--- src/rtl/branch_target_predictor.sv ---
// branch_target_predictor
//   Direct-mapped branch target buffer for the IF stage. Each entry holds
//   a valid bit, a tag, a 32-bit target and a 2-bit saturating counter.
//   Two independent combinational lookup ports serve the PC+2 and PC+4
//   fall-through addresses. Resolved branches from EX update the table and
//   the branch / misprediction statistics counters.
//   With MODE=1 the table index is the raw address index XORed with a
//   global history register (gshare). With MODE=0 the raw index is used
//   directly (bimodal).
//
// Ports
//   clk, rst_n                  clock (rising edge), async active-low reset
//   stall_i                     pipeline stall, freezes table/GHR/statistics
//   rd_addr2_i/rd_hit2_o/rd_target2_o   lookup port for PC+2
//   rd_addr4_i/rd_hit4_o/rd_target4_o   lookup port for PC+4
//   upd_valid_i, upd_taken_i, upd_miss_i, upd_addr_i, upd_target_i
//                               resolved branch from EX
//   branch_cnt_o, mispred_cnt_o saturating statistics counters
module branch_target_predictor #(
  parameter int ENTRIES = 16,
  parameter int TAG_W   = 8,
  parameter int MODE    = 0,
  parameter int GHR_W   = 4,
  parameter int CNT_W   = 32
) (
  input  logic             clk,
  input  logic             rst_n,
  input  logic             stall_i,
  input  logic [31:0]      rd_addr2_i,
  output logic             rd_hit2_o,
  output logic [31:0]      rd_target2_o,
  input  logic [31:0]      rd_addr4_i,
  output logic             rd_hit4_o,
  output logic [31:0]      rd_target4_o,
  input  logic             upd_valid_i,
  input  logic             upd_taken_i,
  input  logic             upd_miss_i,
  input  logic [31:0]      upd_addr_i,
  input  logic [31:0]      upd_target_i,
  output logic [CNT_W-1:0] branch_cnt_o,
  output logic [CNT_W-1:0] mispred_cnt_o
);

  localparam int IDX_W = (ENTRIES > 1) ? $clog2(ENTRIES) : 1;

  logic             valid_q  [ENTRIES];
  logic [TAG_W-1:0] tag_q    [ENTRIES];
  logic [31:0]      target_q [ENTRIES];
  logic [1:0]       ctr_q    [ENTRIES];

  logic [CNT_W-1:0] branch_cnt_q;
  logic [CNT_W-1:0] mispred_cnt_q;

  logic [IDX_W-1:0] hist_idx;
  logic [IDX_W-1:0] idx2;
  logic [IDX_W-1:0] idx4;
  logic [IDX_W-1:0] upd_idx;
  logic [TAG_W-1:0] tag2;
  logic [TAG_W-1:0] tag4;
  logic [TAG_W-1:0] upd_tag;
  logic             hit2;
  logic             hit4;
  logic             upd_match;
  logic             upd_en;

  // Bit 0 and the bits above the tag never take part in indexing; folding
  // the full buses here keeps them formally consumed.
  logic             unused_addr_bits;
  assign unused_addr_bits = ^{rd_addr2_i, rd_addr4_i, upd_addr_i};

  // An update is only accepted when the pipeline is moving.
  assign upd_en = upd_valid_i & ~stall_i;

  // The history register only exists in gshare mode. Its current value
  // feeds both lookup and update indexing, so a lookup in the same cycle as
  // an update sees the same history the update uses.
  generate
    if (MODE == 1) begin : g_gshare
      logic [GHR_W-1:0] ghr_q;

      // Shift the resolved outcome in at the LSB on every accepted update;
      // the cast drops the oldest bit.
      always_ff @(posedge clk or negedge rst_n) begin
        if (!rst_n) begin
          ghr_q <= '0;
        end else if (upd_en) begin
          ghr_q <= GHR_W'({ghr_q, upd_taken_i});
        end
      end

      assign hist_idx = IDX_W'(ghr_q);
    end else begin : g_bimodal
      assign hist_idx = '0;
    end
  endgenerate

  // Halfword-aligned index and tag extraction for all three address paths.
  assign idx2    = rd_addr2_i[IDX_W:1] ^ hist_idx;
  assign idx4    = rd_addr4_i[IDX_W:1] ^ hist_idx;
  assign upd_idx = upd_addr_i[IDX_W:1] ^ hist_idx;
  assign tag2    = rd_addr2_i[IDX_W+TAG_W:IDX_W+1];
  assign tag4    = rd_addr4_i[IDX_W+TAG_W:IDX_W+1];
  assign upd_tag = upd_addr_i[IDX_W+TAG_W:IDX_W+1];

  // Lookups read the registered table directly, so a same-cycle update is
  // never bypassed. Predict taken only in the upper half of the counter.
  assign hit2 = valid_q[idx2] & (tag_q[idx2] == tag2) & ctr_q[idx2][1];
  assign hit4 = valid_q[idx4] & (tag_q[idx4] == tag4) & ctr_q[idx4][1];

  assign rd_hit2_o    = hit2;
  assign rd_hit4_o    = hit4;
  assign rd_target2_o = hit2 ? target_q[idx2] : 32'd0;
  assign rd_target4_o = hit4 ? target_q[idx4] : 32'd0;

  assign upd_match = valid_q[upd_idx] & (tag_q[upd_idx] == upd_tag);

  // Table storage. A matching entry trains its counter (and refreshes the
  // target on taken); a miss allocates only on a taken branch, starting
  // weakly-taken so the new entry predicts taken immediately.
  always_ff @(posedge clk or negedge rst_n) begin
    if (!rst_n) begin
      for (int i = 0; i < ENTRIES; i++) begin
        valid_q[i]  <= 1'b0;
        tag_q[i]    <= '0;
        target_q[i] <= 32'd0;
        ctr_q[i]    <= 2'b01;
      end
    end else if (upd_en) begin
      if (upd_match) begin
        if (upd_taken_i) begin
          target_q[upd_idx] <= upd_target_i;
          if (ctr_q[upd_idx] != 2'b11) begin
            ctr_q[upd_idx] <= ctr_q[upd_idx] + 2'd1;
          end
        end else if (ctr_q[upd_idx] != 2'b00) begin
          ctr_q[upd_idx] <= ctr_q[upd_idx] - 2'd1;
        end
      end else if (upd_taken_i) begin
        valid_q[upd_idx]  <= 1'b1;
        tag_q[upd_idx]    <= upd_tag;
        target_q[upd_idx] <= upd_target_i;
        ctr_q[upd_idx]    <= 2'b10;
      end
    end
  end

  // Statistics counters stick at all-ones instead of wrapping, so a long
  // run never reports a misleadingly small count.
  always_ff @(posedge clk or negedge rst_n) begin
    if (!rst_n) begin
      branch_cnt_q  <= '0;
      mispred_cnt_q <= '0;
    end else if (upd_en) begin
      if (branch_cnt_q != '1) begin
        branch_cnt_q <= branch_cnt_q + CNT_W'(1);
      end
      if (upd_miss_i && (mispred_cnt_q != '1)) begin
        mispred_cnt_q <= mispred_cnt_q + CNT_W'(1);
      end
    end
  end

  assign branch_cnt_o  = branch_cnt_q;
  assign mispred_cnt_o = mispred_cnt_q;

endmodule

--- config.mk ---
export PLATFORM = sky130hd
export DESIGN_NAME = branch_target_predictor
export DESIGN_NICKNAME = d
export VERILOG_FILES = /design/src/rtl/branch_target_predictor.sv
export SDC_FILE = /design/constraint.sdc
export NUM_CORES = 1
export LEC_CHECK = 0
export BUFFER_PORTS_ARGS = -buffer_cell sky130_fd_sc_hd__buf_2
export CAP_MARGIN = 20
export CORE_UTILIZATION = 40
export CTS_CLUSTER_SIZE = 28
export DETAILED_ROUTE_END_ITERATION = 10
export GPL_TIMING_DRIVEN = 0
export HOLD_SLACK_MARGIN = 0.1
export PLACE_DENSITY = 0.57
export REMOVE_ABC_BUFFERS = 1
export SLEW_MARGIN = 30
export SYNTH_ARGS = -nofsm -noshare
export SYNTH_HDL_FRONTEND = slang
export SYNTH_SLANG_ARGS = --single-unit
--- constraint.sdc ---
create_clock -name clk -period 5.5 [get_ports clk]
set_input_delay 0 -clock clk [delete_from_list [all_inputs] [get_ports clk]]
set_output_delay 0 -clock clk [all_outputs]
set_load 0.01 [all_outputs]
==> metrics.log, run 1 <==
[metrics] outcome: complete, no violations
[metrics] remaining design rule violation count: 0
[metrics] critical path cell sequence: buf_8 -> buf_16 -> buf_16 -> buf_16 -> mux4_2 -> mux4_2 -> xnor2_1 -> nand4_1 -> nor4_4 -> buf_6 -> buf_4 -> buf_4 -> buf_4 -> and3_1 -> buf_2
[metrics] drt via density: ~6.1
[metrics] global route overflow: 0
[metrics] simple-gate share of the synthesized area: 5.81%
[metrics] Switch Pwr: ~4.2 mW
[metrics] R2R cell count: 8
[metrics] number of setup buffers added after CTS: 0
[metrics] total wire length: 125000 um
[metrics] IO Port Bufs: slightly above 200
[metrics] origin of the worst min-delay path: upd_valid_i
[metrics] row count: between 100 and 150
[metrics] EDFF count, synth: 0
[metrics] parity-gate share of the synthesized area counting xor and xnor cells: 1.78%
[metrics] setup violation total in the final timing report: 0
[metrics] clock skew after layout: between 0.02 and 0.025 ns
[metrics] Flop pwr share: approximately 44%
[metrics] overall power consumption: approximately 15 mW
[metrics] peak supply drop: around 270 uV
[metrics] adder and majority gate portion of the synthesized area: less than 1%
[metrics] Reg2Reg Launch Point: tag_q[127]
[metrics] hold depth: 4
[metrics] portion of the clock cycle consumed by the worst path in the final layout: ~87%
[metrics] setup repair after global routing missed its margin: false
[metrics] clock-pin slew of the registers on the worst-case setup and hold paths: 0.06 ns
[metrics] root buffer selected by CTS: sky130_fd_sc_hd__clkbuf_16
[metrics] count of mapped cells out of synthesis: 2731
[metrics] highest clock rate: approximately 210 MHz
[metrics] count of final hold-check violations: 0
[metrics] first element of the critical path: rd_addr2_i[1]
[metrics] number of design-rule violations left by the first detailed-router iteration: 2438
[metrics] switching power share of the total: about 27%
[metrics] crit path time final: between 4 and 5 ns
[metrics] class of the tightest hold or removal check: primary input to flip-flop
[metrics] CP endpoint kind: output port
[metrics] required time worst endpoint: around 5.5 ns
[metrics] end of the worst register-to-register path: tag_q[123]
[metrics] Synth Area per Inst: between 10 and 15 um2
[metrics] floorplan die area: around 100000 um2
[metrics] H-tree levels: 3
[metrics] data arrival time of the critical path: 4.78 ns
[metrics] pin count of the biggest net entering global routing: roughly 130
[metrics] initial antenna violation count: 8
[metrics] clock buffers created by TritonCTS: between 80 and 90
[metrics] post-place instance area: ~44000 um2
[metrics] cell with the largest stage delay on the worst path: sky130_fd_sc_hd__mux4_2
[metrics] fraction of final layout cells with drive strength greater than 1: 52.5%
[metrics] capturing instance or port of the critical path: rd_target2_o[3]
[metrics] number of cells upsized or downsized after cts: 0
[metrics] Die Span X: 322 um
[metrics] logic gate share of total power: 17.4%
[metrics] Initial Utilization: between 40% and 50%
[metrics] proportion of synthesized area in mux cells: between 40 and 50%
[metrics] cell-internal power: ~11 mW
[metrics] ys async rst share: 100%
[metrics] portion of the post-synthesis area used by sequential elements: a little under half
[metrics] relative area change from synthesis to final layout: 16.9%
[metrics] final count of pins violating max slew: 0
[metrics] power density over the cells: around 320 nW/um2
[metrics] detailed-placement wirelength estimate: 81200 um
[metrics] via count: between 20000 and 30000
[metrics] I/O pin total: 264
[metrics] number of detailed-route iterations in the first pass: 5
[metrics] antenna violation net count after detailed routing: 0
[metrics] global-route usage over all layers: about a quarter
[metrics] Post-Syn Area: roughly 41000 um2
[metrics] distinct cell type count after synthesis: 64
[metrics] type of origin of the critical path: primary input
[metrics] slew at the pin with the worst max-slew slack: 1.08 ns
[metrics] Design Area, Final: about 48000 um2
[metrics] later-pin clock latency in the skew report: between 0.6 and 0.7 ns
[metrics] CORE AREA: about 100000 um2
[metrics] number of global-route vias before repair: ~29000
[metrics] largest driver fanout on the critical path: slightly below 50
[metrics] TritonCTS clock tree: done
[metrics] number of nets in the finished design: ~3100
[metrics] proportion of power drawn by the clock network: 38.3%
[metrics] peak per-stage delay on the critical path: between 0.5 and 0.6 ns
[metrics] r2r setup slk: 1.29 ns
[metrics] RD Place Congestion: 0.852
[metrics] prevailing post-synth register cell: sky130_fd_sc_hd__dfrtp_1
[metrics] main combinational cell family by area after synthesis: multiplexers
[metrics] global-route wire length before repair: 189000 um
[metrics] post-synthesis sequential element count: between 700 and 800
[metrics] maxcap violations: 0
[metrics] Post-CTS Hold Buffers: 48
[metrics] Synth Area in Compound Gates: under 10%
[metrics] number of synthesis warnings: 0
[metrics] average routed wire per standard cell: approximately 29 um
[metrics] crit path kind: primary input to output port
[metrics] clock tree sinks: between 700 and 800
[metrics] worst-case headroom to the max-slew limit: 28.2%
[metrics] Leak: about 22 nW
[metrics] Bufs on Longest Clock Path: 3
[metrics] die span in y: between 300 and 400 um
-- cell usage after synthesis, types with 14 or more instances --
master | n | area [um2]
sky130_fd_sc_hd__dfrtp_1 | 736 | 18400
sky130_fd_sc_hd__mux4_2 | 434 | 9770
sky130_fd_sc_hd__nand2b_1 | 30 | 188
sky130_fd_sc_hd__inv_1 | 14 | 52.6
sky130_fd_sc_hd__nand4_1 | 33 | 206
sky130_fd_sc_hd__nand3_1 | 42 | 210
sky130_fd_sc_hd__o22ai_1 | 14 | 87.6
sky130_fd_sc_hd__mux2_2 | 643 | 7240
sky130_fd_sc_hd__mux2i_1 | 26 | 260
sky130_fd_sc_hd__and3_1 | 72 | 450
sky130_fd_sc_hd__nor2_1 | 36 | 135
sky130_fd_sc_hd__xnor2_1 | 61 | 534
sky130_fd_sc_hd__dfstp_2 | 16 | 420
sky130_fd_sc_hd__xor2_1 | 22 | 193
sky130_fd_sc_hd__nand2_1 | 160 | 601
sky130_fd_sc_hd__clkbuf_1 | 155 | 582
sky130_fd_sc_hd__buf_1 | 45 | 169
sky130_fd_sc_hd__buf_2 | 36 | 180
-- placed cells by master (no fill, tap or decap), drive strengths merged, types with 37 or more instances in the layout --
cell and count:
buf 302, and3 72, mux4 436, dfrtp 736, nand3 47, mux2 646, dlygate4sd3 47, xnor2 61
nor2 37, clkbuf 135, nand2 167
-- kinds of logic after synthesis --
| family | Yosys count |
|---|---|
| muxes | 1108 |
| DFF | 752 |
| buffers and inverters | 256 |
| AOI/OAI and AO/OA | 76 |
| and+or+nand+nor | 452 |
| xor gates and xnor gates | 83 |
| adders and majority gates | 4 |
-- through the flow --
| step | setup TNS (ns) | utilization (%) | std cells | hold slack, ns | worst slack [ns] |
|---|---|---|---|---|---|
| final | 0 | 47.5 | 4360 | 0.215 | 0.718 |
| after floorplan | 0 | - | 2489 | -0.296 | 1.57 |
| after CTS | 0 | 47.5 | 4359 | 0.170 | 0.553 |
| after global placement | -9671.02 | 42.4 | 4049 | 0.314 | -11.11 |
| after global routing | 0 | 47.5 | 4359 | 0.214 | 0.359 |
| after detailed placement | 0 | 44.1 | 4147 | 0.00560 | 0.564 |
-- power groups by stage --
stage / combinational, mW / sequential [mW] / clock (mW)
2_1_floorplan: 1.71 / 6.72 / 0
3_3_place_gp: 2.55 / 6.83 / 0
3_5_place_dp: 2.66 / 6.91 / 0
4_1_cts: 2.70 / 6.82 / 6.04
5_1_grt: 2.87 / 6.93 / 6.27
6_report: 2.68 / 6.84 / 5.91
-- area by class of cell --
| class | instances | area [um2] |
|---|---|---|
| clock buffers | 135 | 2550 |
| fillers | 8690 | 52900 |
| inverters | 14 | 52.6 |
| multi-input cells | 1723 | 21200 |
| clock inverters | 29 | 379 |
| repair buffers | 349 | 3110 |
| well taps | 1357 | 1700 |
| diodes | 1 | 2.50 |
| flip-flops and latches | 752 | 18800 |
-- state kept, by name, summed over array words and instances (netlist names) --
| register | cells |
|---|---|
| ctr_q | 32 |
| branch_cnt_o | 32 |
| valid_q | 16 |
| target_q | 512 |
| tag_q | 128 |
| mispred_cnt_o | 32 |
-- critical path: cells and delay by family --
family                 cells  cell delay, ns
buffers and inverters      9            2.46
XOR/XNOR                   1            0.29
AND/OR/NAND/NOR            3            0.78
multiplexers               2            1.05
-- worst min-delay path by stage --
stage	to
after floorplan	branch_cnt_o[0]
after global placement	mispred_cnt_o[2]
after detailed placement	target_q[276]
after CTS	target_q[428]
after global routing	target_q[442]
final	ctr_q[9]
-- routing by layer --
layer	routed length, um	vias up	global-route usage [%]
li1	-	10975	-
met1	51300	14381	32.4
met2	61500	1070	40.4
met3	7580	317	4.23
met4	5060	4	9.66
met5	30	-	0
Power figures use the tool's default switching activity.
==> inputs of run 2 (changes only) <==
CELL_PAD_IN_SITES_DETAIL_PLACEMENT = 1   (was default)
CELL_PAD_IN_SITES_GLOBAL_PLACEMENT = 1   (was default)
PLACE_DENSITY = 0.65   (was 0.57)
==> run 2 against run 1 <==
Against the previous run:
- hold slack improved by 0.012 ns
- via count up 0.45%
- non-clock buffer count is the same
- critical path type unchanged
- largest cell class unchanged
- sequential share of layout area barely moved
- total power increased by 1.3%
- flip-flop and latch count stayed put
- first-iteration DRC count fell by 18%
- final area about the same
- cell count shrank 0.18%
- global-route usage up 1.9 points
- wire length increased by 5.8%
==> metrics.log, run 2 (synthesized netlist as in run 1, its figures left out) <==
[metrics] data arrival time of the critical path: 4.50 ns (was 4.78 ns)
[metrics] remaining design rule violation count: 0 (unchanged)
[metrics] least setup slack across all paths after layout: 0.999 ns (was 0.718 ns)
[metrics] crit path kind: primary input to output port (unchanged)
[metrics] clock-pin slew of the registers on the worst-case setup and hold paths: 0.06 ns (about the same)
[metrics] Design Area, Final: 47900 um2 (about the same)
[metrics] crit path time final: 4.50 ns (was 4.78 ns)
[metrics] highest clock rate: 222 MHz (was 209 MHz)
[metrics] floorplan die area: 104000 um2 (unchanged)
[metrics] final count of pins violating max slew: 0 (unchanged)
[metrics] worst-case headroom to the max-slew limit: 27.6% (was 28.2%)
[metrics] fraction of final layout cells with drive strength greater than 1: 52.7% (was 52.5%)
[metrics] required time worst endpoint: 5.50 ns (about the same)
[metrics] global-route usage over all layers: 26.4% (was 24.6%)
[metrics] total wire length: 133000 um (was 125000 um)
[metrics] number of setup buffers added after CTS: 0 (unchanged)
[metrics] global route overflow: 0 (unchanged)
[metrics] commonest non-fill, non-tap cell in the layout: sky130_fd_sc_hd__dfrtp_1 (unchanged)
[metrics] peak supply drop: 204 uV (was 273 uV)
[metrics] later-pin clock latency in the skew report: 0.68 ns (about the same)
[metrics] type of origin of the critical path: primary input (unchanged)
[metrics] largest driver fanout on the critical path: 48 (was 49)
[metrics] most frequent cells in the layout: sky130_fd_sc_hd__dfrtp_1, sky130_fd_sc_hd__mux2_2, sky130_fd_sc_hd__mux4_2 (unchanged)
[metrics] antenna violation net count after detailed routing: 0 (unchanged)
[metrics] slew at the pin with the worst max-slew slack: 1.08 ns (about the same)
[metrics] TritonCTS clock tree: done (unchanged)
[metrics] peak per-stage delay on the critical path: 0.65 ns (was 0.56 ns)
[metrics] setup violation total in the final timing report: 0 (unchanged)
[metrics] I/O pin total: 264 (unchanged)
[metrics] global-route wire length before repair: 203000 um (was 189000 um)
[metrics] CORE AREA: 101000 um2 (unchanged)
[metrics] number of detailed-route iterations in the first pass: 8 (was 5)
[metrics] number of global-route vias before repair: 29940 (was 28605)
[metrics] initial antenna violation count: 7 (was 8)
[metrics] Worst Hold Slack: 0.227 ns (was 0.215 ns)
[metrics] class of the tightest hold or removal check: primary input to flip-flop (unchanged)
[metrics] Post-CTS Hold Buffers: 48 (unchanged)
[metrics] IO Port Bufs: 203 (unchanged)
[metrics] number of cells upsized or downsized after cts: 0 (unchanged)
[metrics] detailed-placement wirelength estimate: 85300 um (was 81200 um)
[metrics] via count: 26868 (was 26747)
[metrics] RD Place Congestion: 0.822 (was 0.852)
[metrics] root buffer selected by CTS: sky130_fd_sc_hd__clkbuf_16 (unchanged)
[metrics] Bufs on Longest Clock Path: 3 (unchanged)
[metrics] pin count of the biggest net entering global routing: 119 (was 131)
[metrics] post-place instance area: 44400 um2 (about the same)
[metrics] portion of the clock cycle consumed by the worst path in the final layout: 81.8% (was 86.9%)
[metrics] Final Non-Filler Cells: 4352 (was 4360)
[metrics] largest registers: target_q (512), tag_q (128) (unchanged)
[metrics] TNS Setup: 0 ns (unchanged)
[metrics] CP endpoint kind: output port (unchanged)
[metrics] clock skew after layout: 0.0138 ns (was 0.0229 ns)
[metrics] Largest register FFs: 512 (unchanged)
[metrics] largest register by flop count: target_q (unchanged)
[metrics] Die Span X: 322 um (unchanged)
[metrics] relative area change from synthesis to final layout: 17.0% (was 16.9%)
[metrics] worst slack, placed: 0.278 ns (was 0.564 ns)
[metrics] setup repair after global routing missed its margin: false (unchanged)
[metrics] number of placed cells counting well taps: 4147 (unchanged)
[metrics] die span in y: 322 um (unchanged)
[metrics] average routed wire per standard cell: 30.5 um (was 28.8 um)
[metrics] H-tree levels: 3 (unchanged)
[metrics] clock tree sinks: 752 (unchanged)
[metrics] Initial Utilization: 40.6% (unchanged)
[metrics] outcome: complete, no violations (unchanged)
[metrics] Leak: 21.5 nW (about the same)
[metrics] number of nets in the finished design: 3066 (was 3067)
[metrics] cell with the largest stage delay on the worst path: sky130_fd_sc_hd__nor4_4 (was sky130_fd_sc_hd__mux4_2)
[metrics] maxcap violations: 0 (unchanged)
[metrics] row count: 116 (unchanged)
[metrics] critical path cell sequence: buf_8 -> buf_16 -> buf_16 -> mux4_2 -> mux4_2 -> xnor2_1 -> nand4_1 -> nor4_4 -> buf_4 -> buf_6 -> and3_1 -> buf_2 (was buf_8 -> buf_16 -> buf_16 -> buf_16 -> mux4_2 -> mux4_2 -> xnor2_1 -> nand4_1 -> nor4_4 -> buf_6 -> buf_4 -> buf_4 -> buf_4 -> and3_1 -> buf_2)
[metrics] power density over the cells: 326 nW/um2 (was 322 nW/um2)
[metrics] clock buffers created by TritonCTS: 88 (was 89)
[metrics] drt via density: 6.17 (was 6.13)
[metrics] count of final hold-check violations: 0 (unchanged)
[metrics] number of design-rule violations left by the first detailed-router iteration: 1999 (was 2438)
-- run 2: layout make-up --
| type | instances | area, um2 |
|---|---|---|
| Antenna cell | 1 | 2.50 |
| Clock buffer | 126 | 2520 |
| Clock inverter | 30 | 437 |
| Fill cell | 9795 | 52800 |
| Inverter | 14 | 52.6 |
| Multi-Input combinational cell | 1723 | 21200 |
| Sequential cell | 752 | 18800 |
| Tap cell | 1357 | 1700 |
| Timing Repair Buffer | 349 | 3110 |
-- run 2: critical path: cells and delay by family --
kind	cells	cell delay [ns]
xor+xnor	1	0.32
buf+inv	6	1.81
simple gates	3	1.11
mux	2	1.07
-- run 2: final timing paths --
kind	start	to	slack, ns	cells after the start
max	rd_addr2_i[1]	rd_target2_o[18]	1.0	12
min	upd_target_i[21]	target_q[437]	0.23	4
max reg2reg	tag_q[114]	tag_q[90]	1.18	8
min reg2reg	mispred_cnt_o[29]	mispred_cnt_o[29]	0.49	1
max in group asynchronous	rst_n	branch_cnt_o[25]	3.18	7
min in group asynchronous	rst_n	target_q[363]	0.48	4
-- run 2: per-stage QoR --
step           util, %  total power [mW]
3_3_place_gp      42.4              9.38
5_1_grt           47.5              16.2
4_1_cts           47.5              15.8
3_5_place_dp      44.1              9.63
2_1_floorplan        -              8.44
6_report          47.5              15.6
-- run 2: where the power goes --
| part | internal, mW | total (mW) | switching, mW |
|---|---|---|---|
| sequential | 6.25 | 6.86 | 0.615 |
| combinational | 1.57 | 2.71 | 1.15 |
| clock | 3.53 | 6.06 | 2.52 |
| total | 11.3 | 15.6 | 4.29 |
-- run 2: layer usage --
| layer | up-vias | part of all wire [%] | wire length (um) | track usage, % |
|---|---|---|---|---|
| li1 | 10923 | - | - | - |
| met1 | 14841 | 41 | 54200 | 34.6 |
| met2 | 837 | 51 | 67200 | 44.5 |
| met3 | 261 | 4.8 | 6400 | 4.16 |
| met4 | 6 | 3.6 | 4820 | 9.42 |
| met5 | - | 0.030 | 40 | 0 |
